==> src/rtl/irq_controller.sv <==
`default_nettype none
// ============================================================================
// Module   : irq_controller
// Brief    : Multi-channel interrupt controller for the 16-bit core. Two-flop
//            synchronises each source, latches edge-mode or follows
//            level-mode requests, and masks and prioritises them (channel 0
//            highest). Tracks nested service in an in-service register (ISR)
//            and drives a single irq line plus a handler vector.
// Ports    : clock, reset_n    - clock, asynchronous active-low reset
//            irq_src           - raw asynchronous requests (NUM_IRQ)
//            io_port/io_wdata/ - core I/O bus: address, write data, strobe
//            io_wvalid
//            io_rdata          - combinational read data for io_port
//            irq, irq_vector   - request and handler address to the core
//            irq_ack, eoi      - core takes interrupt / core executes RTI
// Registers: PORT_BASE+0 STATUS(RO) +1 MASK +2 PENDING(W1C) +3 MODE
//            +4 ACTIVE(RO) +5 VBASE
// Revision : 1.0 - initial release
// ============================================================================
module irq_controller #(
    parameter int NUM_IRQ   = 8,
    parameter int PORT_BASE = 4
) (
    input  logic               clock,
    input  logic               reset_n,
    input  logic [NUM_IRQ-1:0] irq_src,
    input  logic [8:0]         io_port,
    input  logic [15:0]        io_wdata,
    input  logic               io_wvalid,
    output logic [15:0]        io_rdata,
    output logic               irq,
    output logic [15:0]        irq_vector,
    input  logic               irq_ack,
    input  logic               eoi
);

    localparam logic [9:0] c_base_lo = 10'(PORT_BASE);
    localparam logic [9:0] c_base_hi = 10'(PORT_BASE + 6);
    localparam logic [8:0] c_base    = 9'(PORT_BASE);

    localparam logic [8:0] c_off_status  = 9'd0;
    localparam logic [8:0] c_off_mask    = 9'd1;
    localparam logic [8:0] c_off_pending = 9'd2;
    localparam logic [8:0] c_off_mode    = 9'd3;
    localparam logic [8:0] c_off_active  = 9'd4;
    localparam logic [8:0] c_off_vbase   = 9'd5;

    // ------------------------------------------------------------------
    // State
    // ------------------------------------------------------------------
    logic [NUM_IRQ-1:0] r_sync1;
    logic [NUM_IRQ-1:0] r_sync2;
    logic [NUM_IRQ-1:0] r_prev;
    logic [NUM_IRQ-1:0] r_latch;   // edge-mode latched requests
    logic [NUM_IRQ-1:0] r_mask;
    logic [NUM_IRQ-1:0] r_mode;    // 1 = rising edge, 0 = level
    logic [NUM_IRQ-1:0] r_isr;
    logic [15:0]        r_vbase;

    // ------------------------------------------------------------------
    // Combinational
    // ------------------------------------------------------------------
    logic               w_in_range;
    logic [8:0]         w_off;
    logic               w_wr_mask;
    logic               w_wr_pend;
    logic               w_wr_mode;
    logic               w_wr_vbase;
    logic [NUM_IRQ-1:0] w_pending;
    logic [NUM_IRQ-1:0] w_req;
    logic               w_req_any;
    logic [3:0]         w_sel;
    logic               w_isr_any;
    logic [3:0]         w_isr_top;
    logic               w_irq;
    logic               w_ack_take;
    logic [NUM_IRQ-1:0] w_ack_onehot;
    logic [NUM_IRQ-1:0] w_eoi_onehot;
    logic [NUM_IRQ-1:0] w_edge;
    logic [NUM_IRQ-1:0] w_clr;
    logic [NUM_IRQ-1:0] w_latch_nxt;
    logic [NUM_IRQ-1:0] w_isr_nxt;

    // Address decode; the 10-bit compare avoids wrap at the top of the port space.
    assign w_in_range = ({1'b0, io_port} >= c_base_lo) && ({1'b0, io_port} < c_base_hi);
    assign w_off      = io_port - c_base;

    assign w_wr_mask  = io_wvalid && w_in_range && (w_off == c_off_mask);
    assign w_wr_pend  = io_wvalid && w_in_range && (w_off == c_off_pending);
    assign w_wr_mode  = io_wvalid && w_in_range && (w_off == c_off_mode);
    assign w_wr_vbase = io_wvalid && w_in_range && (w_off == c_off_vbase);

    // Level-mode channels expose the synchronised level directly; edge-mode
    // channels expose the latch.
    assign w_pending = (r_mode & r_latch) | (~r_mode & r_sync2);
    assign w_req     = w_pending & r_mask;
    assign w_req_any = |w_req;
    assign w_isr_any = |r_isr;
    assign w_edge    = r_sync2 & ~r_prev;

    // Lowest index wins in both encoders (descending loop, last write wins).
    always_comb begin
        w_sel     = 4'd0;
        w_isr_top = 4'd0;
        for (int i = NUM_IRQ - 1; i >= 0; i--) begin
            if (w_req[i]) begin
                w_sel = 4'(i);
            end
            if (r_isr[i]) begin
                w_isr_top = 4'(i);
            end
        end
    end

    // Preempt only a strictly lower-priority (higher-index) service level.
    assign w_irq      = w_req_any && (!w_isr_any || (w_sel < w_isr_top));
    assign w_ack_take = irq_ack && w_irq;

    always_comb begin
        w_ack_onehot = '0;
        w_eoi_onehot = '0;
        for (int i = 0; i < NUM_IRQ; i++) begin
            w_ack_onehot[i] = w_ack_take && (w_sel == 4'(i));
            w_eoi_onehot[i] = eoi && w_isr_any && (w_isr_top == 4'(i));
        end
    end

    assign w_clr = (w_wr_pend ? io_wdata[NUM_IRQ-1:0] : '0) | w_ack_onehot;

    // A fresh edge beats a simultaneous clear. Level-mode channels keep the
    // latch empty, so a switch back to edge mode starts clean.
    always_comb begin
        w_latch_nxt = '0;
        for (int i = 0; i < NUM_IRQ; i++) begin
            if (r_mode[i]) begin
                w_latch_nxt[i] = w_edge[i] | (r_latch[i] & ~w_clr[i]);
            end
        end
    end

    // eoi acts on the pre-cycle ISR; the ack bit is then set on top.
    assign w_isr_nxt = (r_isr & ~w_eoi_onehot) | w_ack_onehot;

    // ------------------------------------------------------------------
    // Sequential
    // ------------------------------------------------------------------
    always_ff @(posedge clock or negedge reset_n) begin
        if (!reset_n) begin
            r_sync1 <= '0;
            r_sync2 <= '0;
            r_prev  <= '0;
            r_latch <= '0;
            r_mask  <= '0;
            r_mode  <= '0;
            r_isr   <= '0;
            r_vbase <= '0;
        end else begin
            r_sync1 <= irq_src;
            r_sync2 <= r_sync1;
            r_prev  <= r_sync2;
            r_latch <= w_latch_nxt;
            r_isr   <= w_isr_nxt;
            if (w_wr_mask) begin
                r_mask <= io_wdata[NUM_IRQ-1:0];
            end
            if (w_wr_mode) begin
                r_mode <= io_wdata[NUM_IRQ-1:0];
            end
            if (w_wr_vbase) begin
                r_vbase <= io_wdata;
            end
        end
    end

    // ------------------------------------------------------------------
    // Outputs
    // ------------------------------------------------------------------
    assign irq        = w_irq;
    assign irq_vector = w_irq ? (r_vbase + {12'd0, w_sel}) : r_vbase;

    always_comb begin
        io_rdata = '0;
        if (w_in_range) begin
            case (w_off)
                c_off_status:  io_rdata[NUM_IRQ-1:0] = w_req;
                c_off_mask:    io_rdata[NUM_IRQ-1:0] = r_mask;
                c_off_pending: io_rdata[NUM_IRQ-1:0] = w_pending;
                c_off_mode:    io_rdata[NUM_IRQ-1:0] = r_mode;
                c_off_active:  io_rdata = {w_isr_any, 11'd0, w_isr_top};
                c_off_vbase:   io_rdata = r_vbase;
                default:       io_rdata = '0;
            endcase
        end
    end

endmodule
`default_nettype wire

==> config.mk <==
export PLATFORM = sky130hd
export DESIGN_NAME = irq_controller
export DESIGN_NICKNAME = d
export VERILOG_FILES = /design/src/rtl/irq_controller.sv
export SDC_FILE = /design/constraint.sdc
export NUM_CORES = 1
export LEC_CHECK = 0
export CORE_ASPECT_RATIO = 1.5
export CORE_UTILIZATION = 56
export CTS_CLUSTER_DIAMETER = 30
export CTS_CLUSTER_SIZE = 20
export DETAILED_ROUTE_END_ITERATION = 12
export PLACE_DENSITY_LB_ADDON = 0.05
export SETUP_SLACK_MARGIN = 0.5
export SYNTH_ARGS = -nofsm -noshare
export SYNTH_HDL_FRONTEND = slang
export SYNTH_SLANG_ARGS = --single-unit
export TNS_END_PERCENT = 30
==> constraint.sdc <==
create_clock -name clock -period 6.3 [get_ports clock]
set_input_delay 1.26 -clock clock [delete_from_list [all_inputs] [get_ports clock]]
set_output_delay 1.26 -clock clock [all_outputs]
set_load 0.005 [all_outputs]
==> flow_summary.yaml <==
grt:
  grt.total_usage_pct: 29.7
  grt_max_degree: 73
  grt_pass1_wl_um: 14600
  grt_pass1_vias: 3044
  overflow: 0
  grt_antenna_before_repair: 0
clock_network:
  cts_tree: "built"
  ctsLongestPathBuffers: 2
  cts_root_buf: "clkbuf_8"
  holdBufCountCts: 0
  insertion_delay_ns: 0.35
  clk_pin_slew_worst_paths_ns: 0.08
  cts_buffers: 9
  clock-sinks: 72
  h-tree-depth: 3
worst_setup_path:
  cp_data_arrival_time_ns: 4.27
  crit_path_max_incr_delay_ns: 0.51
  cp_cell_sequence: "mux2_4 > a211o_1 > a221o_1 > a21o_1 > inv_1 > ha_1 > inv_1 > fa_1 > inv_1 > a21o_1 > nand4_1 > nor4_1 > xor2_1 > clkdlybuf4s50_1"
  crit_slowest_cell: "clkdlybuf4s50_1"
  crit_required_ns: 5.04
  path_buf_inv: 4
  cp_max_fo: 5
  path_common_cell: "inv_1"
  critPathKind: "reg -> out"
  start_kind: "flip-flop"
  crit_family: "compound AO/OA/AOI/OAI gates"
  worstSetupEndpointType: "output pin"
synth:
  synth_cell_types: 42
  synth-main-ff-cell: "dfrtp_1"
  syn_nets: 407
  ys_seq_area_share_pct: 49.2
  synth_top_area_share_pct: 49.2
  synthCells: 363
  async_flop_share_pct: 100
  syn_area_mm2: 0.00366
  synth_most_common_cell: "dfrtp_1"
  synth_area_leader_cell: "dfrtp_1"
  synth-edff-count: 0
  synthTopCellsByCount: "72 x dfrtp_1, 42 x nand2_1, 33 x mux2_2"
  syn_avg_cell_area_um2: 10.1
  ys_seq_elements: 72
  yosysWarnings: 0
  netlist_top_cells_area: "dfrtp_1 49%, mux2_2 10%, nand2_1 4.3%"
placement:
  gp_congestion: 0.919
  hpwlAfterDp_um: 6810
  io_buffer_count: 70
route:
  viasPerCell: 5.99
  dr.pass1.iters: 5
  via_count: 3095
  drt_wl_total_um: 9230
  ant_nets: 0
  drc_errors: 0
  wire_per_inst_um: 17.9
  first_iter_violations: 179
floorplan:
  dieArea_mm2: 0.00687
  row_count: 35
  pin_count: 71
  dieWidth_um: 68.0
  die_y_um: 101
  initial_core_util_pct: 58.9
  core_mm2: 0.00622
timing:
  timing.fmax_mhz: 181
  worst_pin_slew_ns: 0.919
  relSlewSlack_pct: 37.9
  grt_setup_unrepaired: "no"
  min_period_over_period_pct: 87.8
  fin_skew_ns: 0.0106
  setup_tns_ns: 0
  drv_slew: 0
  fin_crit_ns: 5.53
  finalSetupViolCount: 0
  hold_viol: 0
pwr:
  total_power_uw: 1250
  ir_drop_mv: 0.210
  power_density_mw_per_mm2: 267
  p_leak_uw: 0.00212
layout:
  nNetsFinal: 482
  fillers: 445
  area_growth_pct: 27.9
  diodes: 0
  drive_above_1_share_pct: 13.5
min_path:
  hold_path_class: "reg -> reg"
run_status:
  outcome: "complete, no violations"
flow_run:
  maxCapViolCount: 0
[area by class of cell]
type,instances,area [µm²],area share [%]
clock inverters,6,90.1,1.92
well taps,74,92.6,1.98
inverters,22,82.6,1.76
clock buffers,10,138,2.94
repair buffers,75,733,15.7
flip-flops and latches,72,1800,38.5
multi-input cells,258,1750,37.3
[cells by family (layout without fill, tap and decap cells)]
kind of cell | Yosys count | count (layout) | share of synthesized area (%)
flops | 72 | 72 | 49.2
compound gates | 72 | 72 | 13.4
fa+ha+maj | 6 | 6 | 2.25
buf+inv | 33 | 113 | 3.69
xor+xnor | 14 | 14 | 3.35
simple gates | 129 | 129 | 16.8
mux | 37 | 37 | 11.4
[sequential cells by signal, indices dropped and copies added (netlist names)]
register,count
r_mask,8
r_sync2,8
r_latch,8
r_vbase,16
r_isr,8
r_mode,8
r_prev,8
r_sync1,8
[final timing paths]
check	start	endpoint	slack, ns	cells past startpoint
hold / removal	r_sync1[5]	r_sync2[5]	0.35	0
min in group asynchronous	reset_n	r_isr[7]	1.11	2
setup reg to reg	r_mode[7]	r_latch[6]	2.35	12
max in group asynchronous	reset_n	r_prev[3]	4.59	2
hold reg to reg	r_sync1[5]	r_sync2[5]	0.35	0
setup / recovery	r_mode[6]	irq_vector[14]	0.77	14
[where the power goes]
group / switching (µW) / internal [µW]
clock network: 181 / 235
logic: 187 / 136
registers: 22.7 / 489
total: 391 / 860
[worst register-to-register path, cell delays in order, from the launching register on]
cell,delay [ns]
dfrtp_1,0.44
mux2_2,0.37
a22oi_1,0.32
nor2b_1,0.10
o31ai_2,0.41
inv_1,0.14
ha_1,0.29
o21a_1,0.18
nor2_1,0.21
a311oi_4,0.13
buf_4,0.24
nor4b_1,0.76
o22ai_1,0.21
[layout by cell type (no fill, tap or decap), types with 8 or more instances in the layout]
cell type	n
clkdlybuf4s50_1	69
and2_1	11
inv_1	22
o22ai_1	16
o21ai_0	14
nor2_1	30
dfrtp_1	72
o31ai_1	8
clkbuf_8	10
nand2_1	42
nor3_1	8
mux2_2	33
nand4_1	9
[per-stage QoR]
step	cells	cell area, µm²	hold slack [ns]	worst slack (ns)	utilization [%]
floorplan	363	3660	0.331	2.01	-
global placement	501	4440	0.333	0.947	71.3
detailed placement	501	4440	0.335	0.963	71.3
CTS	517	4660	0.353	0.568	75.0
global route	517	4680	0.359	0.595	75.3
finish	517	4680	0.352	0.771	75.3
[metal layers]
layer	up-vias	share of wire, %	GRT usage, %
met4	0	2.2	11.5
met3	19	5.0	5.54
met2	126	53	50.7
li1	1450	-	-
met1	1500	40	36.0
met5	-	0	0
[timing repair]
action	in CTS	in global routing
setup buffers	0	0
setup endpoints to repair	0	11
hold endpoints to repair	0	0
resized for setup	0	3
(Power assumes the default switching activity.)
